File: config.mk
export PLATFORM = sky130hd
export DESIGN_NAME = dvi_tx_timing_ctrl
export DESIGN_NICKNAME = d
export VERILOG_FILES = /design/src/rtl/dvi_tx_timing_ctrl.sv
export SDC_FILE = /design/constraint.sdc
export NUM_CORES = 1
export LEC_CHECK = 0
export CORE_MARGIN = 2
export CORE_UTILIZATION = 25
export CTS_CLUSTER_SIZE = 40
export DETAILED_ROUTE_END_ITERATION = 16
export PLACE_DENSITY = 0.55
export SLEW_MARGIN = 20
export SYNTH_ARGS = -nofsm -noshare
export SYNTH_HDL_FRONTEND = slang
export SYNTH_SLANG_ARGS = --single-unit
File: constraint.sdc
create_clock -name I_rgb_clk -period 2.1 [get_ports I_rgb_clk]
set_input_delay 0.21 -clock I_rgb_clk [delete_from_list [all_inputs] [get_ports I_rgb_clk]]
set_output_delay 0.21 -clock I_rgb_clk [all_outputs]
set_load 0.05 [all_outputs]
File: src/rtl/dvi_tx_timing_ctrl.sv
// DVI/HDMI transmit timing generator: IDLE/RUN/DRAIN FSM, hsync/vsync/de with one cycle of output latency, no backpressure.
// Define DVI_TX_TEST_PATTERN_EN to replace the pass-through RGB with an internal 8-bar colour pattern.
module dvi_tx_timing_ctrl #(
  parameter int   H_ACTIVE = 1280,
  parameter int   H_FP     = 110,
  parameter int   H_SYNC   = 40,
  parameter int   H_BP     = 220,
  parameter int   V_ACTIVE = 720,
  parameter int   V_FP     = 5,
  parameter int   V_SYNC   = 5,
  parameter int   V_BP     = 20,
  parameter logic HS_POL   = 1'b1,
  parameter logic VS_POL   = 1'b1
) (
  input  logic       I_rgb_clk,
  input  logic       I_rst_n,
  input  logic       I_en,
  input  logic [7:0] I_rgb_r,
  input  logic [7:0] I_rgb_g,
  input  logic [7:0] I_rgb_b,
  output logic       O_data_req,
  output logic       O_rgb_vs,
  output logic       O_rgb_hs,
  output logic       O_rgb_de,
  output logic [7:0] O_rgb_r,
  output logic [7:0] O_rgb_g,
  output logic [7:0] O_rgb_b,
  output logic       O_frame_start,
  output logic       O_busy
);

  localparam int H_TOTAL = H_SYNC + H_BP + H_ACTIVE + H_FP;
  localparam int V_TOTAL = V_SYNC + V_BP + V_ACTIVE + V_FP;
  localparam int H_W     = (H_TOTAL > 1) ? $clog2(H_TOTAL) : 1;
  localparam int V_W     = (V_TOTAL > 1) ? $clog2(V_TOTAL) : 1;

  // One extra bit so region bounds equal to TOTAL still compare correctly.
  localparam logic [H_W:0] H_SYNC_END = (H_W + 1)'(H_SYNC);
  localparam logic [H_W:0] H_ACT_BEG  = (H_W + 1)'(H_SYNC + H_BP);
  localparam logic [H_W:0] H_ACT_END  = (H_W + 1)'(H_SYNC + H_BP + H_ACTIVE);
  localparam logic [H_W:0] H_LAST     = (H_W + 1)'(H_TOTAL - 1);
  localparam logic [V_W:0] V_SYNC_END = (V_W + 1)'(V_SYNC);
  localparam logic [V_W:0] V_ACT_BEG  = (V_W + 1)'(V_SYNC + V_BP);
  localparam logic [V_W:0] V_ACT_END  = (V_W + 1)'(V_SYNC + V_BP + V_ACTIVE);
  localparam logic [V_W:0] V_LAST     = (V_W + 1)'(V_TOTAL - 1);

  typedef enum logic [1:0] {
    S_IDLE  = 2'd0,
    S_RUN   = 2'd1,
    S_DRAIN = 2'd2
  } state_t;

  state_t         r_state;
  state_t         w_state_nxt;
  logic [H_W-1:0] r_h_cnt;
  logic [V_W-1:0] r_v_cnt;

  logic       w_h_last;
  logic       w_v_last;
  logic       w_frame_last;
  logic       w_h_sync;
  logic       w_v_sync;
  logic       w_h_act;
  logic       w_v_act;
  logic       w_live;
  logic       w_data_req;
  logic [7:0] w_pix_r;
  logic [7:0] w_pix_g;
  logic [7:0] w_pix_b;

  logic       r_hs;
  logic       r_vs;
  logic       r_de;
  logic       r_fs;
  logic [7:0] r_r;
  logic [7:0] r_g;
  logic [7:0] r_b;

  assign w_h_last     = ({1'b0, r_h_cnt} == H_LAST);
  assign w_v_last     = ({1'b0, r_v_cnt} == V_LAST);
  assign w_frame_last = w_h_last && w_v_last;
  assign w_h_sync     = ({1'b0, r_h_cnt} <  H_SYNC_END);
  assign w_v_sync     = ({1'b0, r_v_cnt} <  V_SYNC_END);
  assign w_h_act      = ({1'b0, r_h_cnt} >= H_ACT_BEG) && ({1'b0, r_h_cnt} < H_ACT_END);
  assign w_v_act      = ({1'b0, r_v_cnt} >= V_ACT_BEG) && ({1'b0, r_v_cnt} < V_ACT_END);
  assign w_live       = (r_state != S_IDLE);
  assign w_data_req   = w_live && w_h_act && w_v_act;

  // Dropping I_en only requests a stop; the frame in flight always completes.
  always_comb begin
    w_state_nxt = r_state;
    unique case (r_state)
      S_IDLE:  if (I_en) w_state_nxt = S_RUN;
      S_RUN:   if (!I_en) w_state_nxt = S_DRAIN;
      S_DRAIN: begin
        if (I_en) begin
          w_state_nxt = S_RUN;
        end else if (w_frame_last) begin
          w_state_nxt = S_IDLE;
        end
      end
      default: w_state_nxt = S_IDLE;
    endcase
  end

  always_ff @(posedge I_rgb_clk or negedge I_rst_n) begin
    if (!I_rst_n) begin
      r_state <= S_IDLE;
    end else begin
      r_state <= w_state_nxt;
    end
  end

  always_ff @(posedge I_rgb_clk or negedge I_rst_n) begin
    if (!I_rst_n) begin
      r_h_cnt <= '0;
      r_v_cnt <= '0;
    end else if (r_state == S_IDLE) begin
      r_h_cnt <= '0;
      r_v_cnt <= '0;
    end else if (w_h_last) begin
      r_h_cnt <= '0;
      r_v_cnt <= w_v_last ? '0 : r_v_cnt + 1'b1;
    end else begin
      r_h_cnt <= r_h_cnt + 1'b1;
    end
  end

`ifdef DVI_TX_TEST_PATTERN_EN
  logic [2:0] w_bar;
  logic       w_unused_rgb;

  assign w_bar        = 3'(((int'(r_h_cnt) - (H_SYNC + H_BP)) * 8) / H_ACTIVE);
  assign w_pix_r      = {8{w_bar[2]}};
  assign w_pix_g      = {8{w_bar[1]}};
  assign w_pix_b      = {8{w_bar[0]}};
  assign w_unused_rgb = ^{I_rgb_r, I_rgb_g, I_rgb_b};
`else
  assign w_pix_r = I_rgb_r;
  assign w_pix_g = I_rgb_g;
  assign w_pix_b = I_rgb_b;
`endif

  always_ff @(posedge I_rgb_clk or negedge I_rst_n) begin
    if (!I_rst_n) begin
      r_hs <= ~HS_POL;
      r_vs <= ~VS_POL;
      r_de <= 1'b0;
      r_fs <= 1'b0;
      r_r  <= '0;
      r_g  <= '0;
      r_b  <= '0;
    end else begin
      r_hs <= (w_live && w_h_sync) ? HS_POL : ~HS_POL;
      r_vs <= (w_live && w_v_sync) ? VS_POL : ~VS_POL;
      r_de <= w_data_req;
      // A frame wrapping while draining is a continuation, not a new frame.
      r_fs <= (r_state == S_RUN) && (r_h_cnt == '0) && (r_v_cnt == '0);
      r_r  <= w_data_req ? w_pix_r : '0;
      r_g  <= w_data_req ? w_pix_g : '0;
      r_b  <= w_data_req ? w_pix_b : '0;
    end
  end

  assign O_data_req    = w_data_req;
  assign O_rgb_hs      = r_hs;
  assign O_rgb_vs      = r_vs;
  assign O_rgb_de      = r_de;
  assign O_rgb_r       = r_r;
  assign O_rgb_g       = r_g;
  assign O_rgb_b       = r_b;
  assign O_frame_start = r_fs;
  assign O_busy        = w_live;

endmodule

==> results of run 1 <==
==> report_power, final <==
group	leakage (uW)	switching, uW	internal, uW	total, uW
clock network	0.0000581	335	355	691
registers	0.000693	78.0	1040	1120
logic	0.000719	301	254	556
total	0.00147	715	1650	2370
==> critical path: cells and delay by family (launching register included) <==
kind,cells,cell delay [ns]
AO/OA/AOI/OAI,2,0.45
buffers and inverters,1,0.15
AND/OR/NAND/NOR,2,0.50
flip-flops,1,0.44
==> registers in the layout, summed over array words and instances (netlist names) <==
register and flops:
r_h_cnt 11, r_v_cnt 10, O_rgb_b 8, O_rgb_g 8
O_rgb_r 8, r_state 2, O_frame_start 1, O_rgb_de 1
O_rgb_hs 1, O_rgb_vs 1
==> repair_timing <==
item / CTS / global route
pin swaps: 0 / 4
endpoints found under the hold margin: 30 / 0
resized for setup: 3 / 10
setup endpoints to repair: 2 / 1
hold buffers: 1 / 0
buffers inserted: 1 / 5
gates cloned: 0 / 0
==> area by class of cell <==
class	instances	area (sq um)	share of cell area [%]
Clock inverter	3	43.8	1.30
Tap cell	129	161	4.80
Sequential cell	51	1280	38.0
Timing Repair Buffer	73	694	20.7
Multi-Input combinational cell	146	991	29.5
Inverter	33	124	3.68
Clock buffer	5	68.8	2.05
==> kinds of logic (layout without fill, tap and decap cells) <==
logic type	after synthesis	in the layout	share of synthesized area [%]
compound gates	36	36	11.5
xor+xnor	7	7	2.58
fa+ha+maj	7	7	3.68
buf+inv	43	114	7.53
flops	51	51	53.7
simple gates	96	96	21.0
==> worst paths after layout <==
check	startpoint	endpoint	slack, ns	cells after the start
hold / removal	I_rgb_g[7]	O_rgb_g[7]$_DFF_PN0_	0.42	3
max in group asynchronous	I_rst_n	O_rgb_de$_DFF_PN0_	0.98	3
hold reg to reg	r_h_cnt[0]$_DFF_PN0_	r_h_cnt[0]$_DFF_PN0_	0.55	1
setup / recovery	r_h_cnt[5]$_DFF_PN0_	O_data_req	0.05	5
setup reg to reg	r_v_cnt[0]$_DFFE_PN0P_	O_rgb_b[0]$_DFF_PN0_	0.30	7
min in group asynchronous	I_rst_n	r_state[0]$_DFFE_PN0P_	0.50	2
==> through the flow <==
stage,area [sq um],instances,setup TNS [ns]
5_1_grt,3360,440,-0.0243
4_1_cts,3270,435,-0.00644
3_3_place_gp,3130,425,0
2_1_floorplan,2380,240,0
3_5_place_dp,3130,425,0
6_report,3360,440,0
==> per-layer routing <==
layer | vias up | track usage (%) | part of all wire (%)
met1 | 921 | 15.0 | 46
met3 | 5 | 3.52 | 7.1
met5 | - | 0 | 0
li1 | 957 | - | -
met2 | 63 | 18.2 | 46
met4 | 0 | 3.22 | 0.99
==> synth_stat cells (all sizes together) (3+ instances only) <==
master / count / area, sq um
a21oi: 5 / 25.0
a22o: 5 / 43.8
buf: 5 / 36.3
clkbuf: 5 / 18.8
dfrtp: 51 / 1280
ha: 7 / 87.6
inv: 33 / 124
nand2: 14 / 52.6
nand3: 10 / 50.1
nor2: 18 / 67.6
nor3: 33 / 170
o211ai: 3 / 27.5
o21ai: 9 / 45.0
or3: 4 / 30.0
xnor2: 6 / 52.6
==> reports/results.ini, run 1 <==
[cells_and_area]
final_common_cell = clkdlybuf4s50_1
final_layout_size_suffix_gt1_share_pct = 13.2
layout_common_cells = 53 x clkdlybuf4s50_1, 49 x dfrtp_1, 32 x inv_1
fin_nets = 344
areaGrowthSynthToFinish_pct = 41.4
n_antenna_cell = 0
final_util_pct = 36.4
fill_cells = 935

[synthesis]
synth.avg_cell_area_sq_um = 9.91
ys_warn_count = 0
synth.distinct_cells = 47
synth_edf_count = 0
ys_async_sr_fraction_pct = 100
ys_seq_area_share_pct = 53.7
synthCells = 240
syn_area_sq_um = 2380
ys_ff_latch = 51
synth_fp_nets = 274
synth_flop_cell = dfrtp_1

[clocking]
clock_sinks = 51
clock_latency_ns = 0.30
path_clk_slew_ns = 0.10
cts.path.max_buffers = 2
h-tree-depth = 2
root_buffer = clkbuf_8
cts_made_buffers = 5
cts_tree = built

[timing]
worstMarginPinSlew_ns = 0.731
clock_skew_ns = 0.0106
maxSlewHeadroom_pct = 51.3
post-route-period-util_pct = 97.7
hold_viol = 0
setup_viol = 0
fin_crit_ns = 2.05
max_freq_mhz = 488
timing.final.max_slew_violations = 0
setup_ws_ns = 0.0491
worst_hold_slack_ns = 0.420

[power]
cellLeakagePower_uw = 0.00147
ir_drop_mv = 0.260
power_density_nw_per_um2 = 704
total_power_uw = 2370

[placement]
post-place-ws_ns = 0.236
io_buffers = 56
hpwl_mm = 4.00
gp_congestion = 0.805

[drt]
vias = 1946
drt_iter0_markers = 135
drc_errors = 0
via_per_inst = 4.42
wire_per_inst_microns = 12.7
ant_nets = 0
first_pass_iters = 4
wl_mm = 5.57

[setup_path]
crit_arrival_ns = 1.84
required_ns = 1.89
end_kind = output pin
path_max_fanout = 5
crit_chain = or3_4, o41ai_4, o2bb2ai_4, nor2_4, buf_12
slowest_delay_ns = 0.44
critical_path_class = register to output pin
cp-start-kind = register
cp_slowest_cell = dfrtp_2

[flow_run]
drv_cap = 0

[min_path]
hold_path.class = input port to register

[die]
start_util_pct = 25.7
die_x_microns = 102
rows = 35
core_sq_um = 9240
dieArea_sq_um = 10300
ios = 57
fp.dieH_microns = 102

[global_routing]
grt_pass1_wl_mm = 9.43
globalRouteTotalUtil_pct = 11.4
antenna_found_initial = 0
grt_max_degree = 33
grt_pass1_vias = 1964
gr-total-overflow = 0

[outcome]
outcome = completed

Power figures use the tool's default switching activity.
==> run 2: changes to the inputs <==
--- a/config.mk
+++ b/config.mk
@@ -5,11 +5,13 @@
 export SDC_FILE = /design/constraint.sdc
 export NUM_CORES = 1
 export LEC_CHECK = 0
+export CELL_PAD_IN_SITES_DETAIL_PLACEMENT = 2
+export CELL_PAD_IN_SITES_GLOBAL_PLACEMENT = 2
 export CORE_MARGIN = 2
 export CORE_UTILIZATION = 25
 export CTS_CLUSTER_SIZE = 40
 export DETAILED_ROUTE_END_ITERATION = 16
-export PLACE_DENSITY = 0.55
+export PLACE_DENSITY = 0.76
 export SLEW_MARGIN = 20
 export SYNTH_ARGS = -nofsm -noshare
 export SYNTH_HDL_FRONTEND = slang
==> run 2 against run 1 <==
  * Maximum frequency fell by 1.3%
  * Largest power group unchanged
  * Count of clock-buffer cells in the layout rose by 1
  * Wire length rose by 25%
  * Critical path type unchanged
==> reports/results.ini, run 2 (synthesized netlist as in run 1, its figures left out) <==
[outcome]
outcome = completed  ; unchanged

[power]
cellLeakagePower_uw = 0.00147  ; about the same
p_int_uw = 1770  ; was 1650 uW
power_density_nw_per_um2 = 741  ; was 704 nW/um^2
ir_drop_mv = 0.302  ; was 0.260 mV
combPwrFrac_pct = 21.6  ; was 23.5%
switching_share_pct = 29.0  ; was 30.2%
sequentialPowerShare_pct = 45.5  ; was 47.3%
clockPowerShare_pct = 32.9  ; was 29.2%
p_switching_uw = 723  ; was 715 uW

[clocking]
h-tree-depth = 2  ; unchanged
path_clk_slew_ns = 0.10  ; about the same
clock_sinks = 51  ; unchanged
root_buffer = clkbuf_8  ; unchanged
cts_made_buffers = 5  ; unchanged
clock_latency_ns = 0.31  ; was 0.30 ns
cts_tree = built  ; unchanged
cts.path.max_buffers = 2  ; unchanged

[cells_and_area]
final_util_pct = 36.4  ; about the same
fill_cells = 1019  ; was 935
largest_reg_flops = 11  ; unchanged
largest_registers = r_h_cnt: 11 flops, r_v_cnt: 10 flops  ; unchanged
n_antenna_cell = 0  ; unchanged
layout_common_cells = 53 x clkdlybuf4s50_1, 47 x dfrtp_1, 33 x inv_1  ; was 53 x clkdlybuf4s50_1, 49 x dfrtp_1, 32 x inv_1
final_layout_size_suffix_gt1_share_pct = 12.9  ; was 13.2%
areaGrowthSynthToFinish_pct = 41.4  ; about the same
largest_register = r_h_cnt  ; unchanged
fin_cells = 439  ; was 440
fin_nets = 343  ; was 344
final_cell_area_sq_um = 3360  ; about the same
final_common_cell = clkdlybuf4s50_1  ; unchanged

[setup_path]
cp_num_cells = 5  ; unchanged
cp_slowest_cell = dfrtp_2  ; unchanged
critical_path_class = register to output pin  ; unchanged
r2r.worst_path.cells = 8  ; was 7
slowest_delay_ns = 0.45  ; was 0.44 ns
rr_endpoint = O_rgb_b[6]$_DFF_PN0_  ; was O_rgb_b[0]$_DFF_PN0_
startpoint = r_h_cnt[5]$_DFF_PN0_  ; unchanged
crit_chain = or3_4, o41ai_4, o2bb2ai_2, nor2_4, buf_12  ; was or3_4, o41ai_4, o2bb2ai_4, nor2_4, buf_12
r2r_setup_slack_ns = 0.21  ; was 0.30 ns
cp-start-kind = register  ; unchanged
crit_family = simple AND/OR/NAND/NOR gates  ; unchanged
required_ns = 1.89  ; about the same
path_max_fanout = 6  ; was 5
end_kind = output pin  ; unchanged
crit_end = O_data_req  ; unchanged
r2r-start = r_v_cnt[0]$_DFFE_PN0P_  ; unchanged
crit_buf_inv = 1  ; unchanged
crit_arrival_ns = 1.87  ; was 1.84 ns

[die]
ios = 57  ; unchanged
rows = 35  ; unchanged
fp.dieH_microns = 102  ; unchanged
start_util_pct = 25.7  ; unchanged
core_sq_um = 9240  ; unchanged
dieArea_sq_um = 10300  ; unchanged
die_x_microns = 102  ; unchanged

[placement]
dp.cells = 425  ; unchanged
hpwl_mm = 5.02  ; was 4.00 mm
placed_cell_area_sq_um = 3140  ; was 3130 sq um
io_buffers = 56  ; unchanged
post-place-ws_ns = 0.204  ; was 0.236 ns
gp_congestion = 0.784  ; was 0.805

[timing]
hold_viol = 0  ; unchanged
post-route-period-util_pct = 99.0  ; was 97.7%
tns_ns = 0  ; unchanged
setup_ws_ns = 0.0220  ; was 0.0491 ns
clock_skew_ns = 0.00860  ; was 0.0106 ns
maxSlewHeadroom_pct = 60.5  ; was 51.3%
worstMarginPinSlew_ns = 0.590  ; was 0.731 ns
rsz0062_at_grt = true
setup_viol = 0  ; unchanged
fin_crit_ns = 2.08  ; was 2.05 ns
timing.final.max_slew_violations = 0  ; unchanged
max_freq_mhz = 481  ; was 488 MHz

[drt]
wire_per_inst_microns = 15.9  ; was 12.7 microns
drt_iter0_markers = 81  ; was 135
drc_errors = 0  ; unchanged
via_per_inst = 4.64  ; was 4.42
vias = 2037  ; was 1946
first_pass_iters = 4  ; unchanged
wl_mm = 6.98  ; was 5.57 mm
ant_nets = 0  ; unchanged

[global_routing]
gr-total-overflow = 0  ; unchanged
grt_pass1_vias = 2256  ; was 1964
grt_max_degree = 26  ; was 33
antenna_found_initial = 0  ; unchanged
globalRouteTotalUtil_pct = 14.4  ; was 11.4%
grt_pass1_wl_mm = 11.6  ; was 9.43 mm

[min_path]
hold_path.class = input port to async pin  ; was input port to register

[flow_run]
drv_cap = 0  ; unchanged

==> run 2: changes by cell type in the layout (fill, tap and decap cells not counted), sizes merged <==
cell / delta
bufinv: +1
buf: -1
clkbuf: +1
clkinv: -2
==> run 2: metal layers <==
metal / vias up / wire (microns) / track usage, %
li1: 955 / - / -
met1: 1027 / 3170 / 18.1
met2: 51 / 3390 / 24.3
met3: 4 / 336 / 3.24
met4: 0 / 79 / 4.78
met5: - / 0 / 0
==> run 2: stage by stage <==
stage	total power [uW]	hold WS [ns]
after floorplan	1420	-0.0856
after global routing	2640	0.282
after CTS	2490	0.287
final	2490	0.289
after detailed placement	1640	0.0930
after global placement	1620	0.0910
==> run 2: power groups by stage <==
| stage | Sequential, uW | Clock, uW | Combinational [uW] |
|---|---|---|---|
| finish | 1130 | 821 | 538 |
| global route | 1150 | 886 | 604 |
| CTS | 1130 | 843 | 516 |
| detailed placement | 1160 | 0 | 486 |
| global placement | 1150 | 0 | 470 |
| floorplan | 1150 | 0 | 261 |
==> run 2: worst min-delay path by stage <==
stage                         endpoint
2_1_floorplan  O_frame_start$_DFF_PN0_
3_3_place_gp      O_rgb_r[3]$_DFF_PN0_
3_5_place_dp      O_rgb_r[3]$_DFF_PN0_
4_1_cts           O_rgb_r[3]$_DFF_PN0_
5_1_grt           O_rgb_g[2]$_DFF_PN0_
6_report          O_rgb_g[7]$_DFF_PN0_
==> run 2: timing repair <==
action,CTS,global route
hold buffers,1,0
buffers inserted,1,4
resized for setup,3,8
endpoints found under the hold margin,8,0
pin swaps,0,4
endpoints found under the setup margin,2,1
==> run 2: layout make-up <==
type                       count  area [sq um]  share of cell area, %
inverter                      33           124                   3.69
clock inverter                 2          60.1                   1.79
timing repair buffer          72           699                   20.8
sequential                    51          1280                   38.1
clock buffer                   6          72.6                   2.16
multi-input combinational    146           962                   28.6
tap                          129           161                   4.80
==> run 3: changes to the inputs <==
--- a/config.mk
+++ b/config.mk
@@ -8,10 +8,10 @@
 export CELL_PAD_IN_SITES_DETAIL_PLACEMENT = 2
 export CELL_PAD_IN_SITES_GLOBAL_PLACEMENT = 2
 export CORE_MARGIN = 2
-export CORE_UTILIZATION = 25
+export CORE_UTILIZATION = 30
 export CTS_CLUSTER_SIZE = 40
 export DETAILED_ROUTE_END_ITERATION = 16
-export PLACE_DENSITY = 0.76
+export PLACE_DENSITY = 0.88
 export SLEW_MARGIN = 20
 export SYNTH_ARGS = -nofsm -noshare
 export SYNTH_HDL_FRONTEND = slang
==> run 3 against run 2 <==
  * Sequential cell count stayed put
  * Clock power about the same
  * Final area rose by 0.48%
  * Core utilization grew 7.6 points
  * Global-route usage is 5.2 points higher
  * Maximum frequency shrank 0.26%
  * First-iteration DRC count down 25%
  * Clock skew grew 0.0044 ns
  * Critical path depth up 2
  * Critical endpoint unchanged
==> reports/results.ini, run 3 (synthesized netlist as in run 1, its figures left out) <==
[placement]
post-place-ws_ns = 0.0974  ; was 0.204 ns
hpwl_mm = 5.85  ; was 5.02 mm
dp.cells = 398  ; was 425
gp_congestion = 0.801  ; was 0.784
io_buffers = 56  ; unchanged

[outcome]
outcome = completed  ; unchanged

[power]
ir_drop_mv = 0.282  ; was 0.302 mV
cellLeakagePower_uw = 0.00148  ; was 0.00147 uW
total_power_uw = 2590  ; was 2490 uW
power_density_nw_per_um2 = 767  ; was 741 nW/um^2

[setup_path]
cp-start-kind = register  ; unchanged
critical_path_class = register to output pin  ; unchanged
crit_arrival_ns = 1.87  ; about the same
required_ns = 1.89  ; about the same
end_kind = output pin  ; unchanged
path_max_fanout = 3  ; was 6

[drt]
m1WireLength_mm = 3.42  ; was 3.17 mm
wire_per_inst_microns = 21.3  ; was 15.9 microns
wl_met3_microns = 487  ; was 336 microns
drc_errors = 0  ; unchanged
top_layer = met4  ; unchanged
vias = 2137  ; was 2037
drt_iter0_markers = 61  ; was 81
first_pass_iters = 4  ; unchanged
met2_length_mm = 4.70  ; was 3.39 mm
wl_mm = 8.85  ; was 6.98 mm
via_per_inst = 5.14  ; was 4.64
ant_nets = 0  ; unchanged

[die]
core_sq_um = 7690  ; was 9240 sq um
fp.dieH_microns = 93.0  ; was 102 microns
dieArea_sq_um = 8650  ; was 10300 sq um
rows = 32  ; was 35
die_x_microns = 93.0  ; was 102 microns
ios = 57  ; unchanged
start_util_pct = 30.9  ; was 25.7%

[cells_and_area]
final_util_pct = 43.9  ; was 36.4%
fin_nets = 347  ; was 343
final_common_cell = clkdlybuf4s50_1  ; unchanged
n_antenna_cell = 0  ; unchanged
seq_area_sq_um = 1290  ; was 1280 sq um
multi_input_area_sq_um = 991  ; was 962 sq um
final_layout_size_suffix_gt1_share_pct = 17.5  ; was 12.9%
fin_cells = 416  ; was 439
largest_register = r_h_cnt  ; unchanged
areaGrowthSynthToFinish_pct = 42.1  ; was 41.4%
layout_common_cells = 53 x clkdlybuf4s50_1, 42 x dfrtp_1, 31 x inv_1, 31 x nor3_1, 20 x buf_4  ; was 53 x clkdlybuf4s50_1, 47 x dfrtp_1, 33 x inv_1
fill_cells = 805  ; was 1019
largest_registers = r_h_cnt: 11 flops, r_v_cnt: 10 flops  ; unchanged
largest_reg_flops = 11  ; unchanged

[timing]
hold_viol = 0  ; unchanged
clock_skew_ns = 0.0130  ; was 0.00860 ns
worstMarginPinSlew_ns = 0.669  ; was 0.590 ns
setup_viol = 0  ; unchanged
setup_ws_ns = 0.0165  ; was 0.0220 ns
post-route-period-util_pct = 99.2  ; was 99.0%
maxSlewHeadroom_pct = 55.4  ; was 60.5%
timing.final.max_slew_violations = 0  ; unchanged
fin_crit_ns = 2.08  ; about the same
tns_ns = 0  ; unchanged
max_freq_mhz = 480  ; was 481 MHz

[clocking]
clock_latency_ns = 0.32  ; was 0.31 ns
cts_made_buffers = 5  ; unchanged
cts_tree = built  ; unchanged
ctsHoldBuffers = 0  ; was 1
path_clk_slew_ns = 0.10  ; about the same
clock_sinks = 51  ; unchanged
h-tree-depth = 2  ; unchanged
root_buffer = clkbuf_8  ; unchanged
cts.path.max_buffers = 2  ; unchanged

[flow_run]
drv_cap = 0  ; unchanged

[global_routing]
globalRouteTotalUtil_pct = 19.5  ; was 14.4%
grt_pass1_wl_mm = 13.0  ; was 11.6 mm
gr-total-overflow = 0  ; unchanged
grt_max_degree = 52  ; was 26
grt_pass1_vias = 2288  ; was 2256
antenna_found_initial = 0  ; unchanged

[min_path]
hold_path.class = input port to async pin  ; unchanged

==> run 3: cell count changes in the layout (fill, tap and decap cells not counted), moves of 2 or more <==
| cell | delta |
|---|---|
| inv_2 | +2 |
| buf_4 | +6 |
| dfrtp_1 | -5 |
| dfrtp_2 | +5 |
| inv_1 | -2 |
==> run 3: worst paths after layout <==
path / start / endpoint / slack (ns) / depth (start not counted)
max in group asynchronous: I_rst_n / r_h_cnt[7]$_DFF_PN0_ / 1.60 / 2
min reg2reg: r_h_cnt[0]$_DFF_PN0_ / r_h_cnt[0]$_DFF_PN0_ / 0.55 / 1
min: I_rst_n / O_rgb_r[5]$_DFF_PN0_ / 0.003 / 2
min in group I_rgb_clk: I_rgb_r[5] / O_rgb_r[5]$_DFF_PN0_ / 0.42 / 3
max reg2reg: r_v_cnt[1]$_DFFE_PN0P_ / O_rgb_r[1]$_DFF_PN0_ / 0.07 / 8
max: r_v_cnt[1]$_DFFE_PN0P_ / O_data_req / 0.02 / 7
==> run 3: power by group <==
| part | leakage, uW | switching, uW | total, uW | internal, uW |
|---|---|---|---|---|
| Clock | 0.0000654 | 347 | 823 | 477 |
| Sequential | 0.000683 | 91.6 | 1140 | 1050 |
| Combinational | 0.000736 | 359 | 626 | 268 |
==> run 3: layout make-up <==
type / instances / area share [%]
inverter: 33 / 3.67
clock inverter: 2 / 1.78
clock buffer: 6 / 2.15
timing repair buffer: 76 / 21.2
tap: 102 / 3.78
sequential: 51 / 38.1
multi-input combinational: 146 / 29.3
==> run 3: timing repair <==
item,4_1_cts,5_1_grt
endpoints found under the setup margin,2,1
buffers inserted,1,9
resized for setup,3,20
pin swaps,0,5
==> run 3: metrics by stage <==
step                      hold slack [ns]  instance area, sq um
final                             0.00271                  3380
after global routing               0.0529                  3380
after CTS                          0.0260                  3230
after detailed placement            0.376                  3090
after global placement              0.366                  3090
after floorplan                   -0.0856                  2380
==> run 3: critical path, stage by stage, from the launching register on <==
cell      delay [ns]
dfrtp_2         0.42
inv_2           0.07
ha_2            0.19
nor3b_2         0.15
o211ai_1        0.23
o211ai_2        0.19
nor2_4          0.15
buf_12          0.15
==> run 3: per-layer routing <==
| layer | GRT usage (%) | vias to the layer above |
|---|---|---|
| li1 | - | 961 |
| met2 | 35.6 | 83 |
| met3 | 4.92 | 20 |
| met1 | 22.9 | 1073 |
| met5 | 0 | - |
| met4 | 4.90 | 0 |
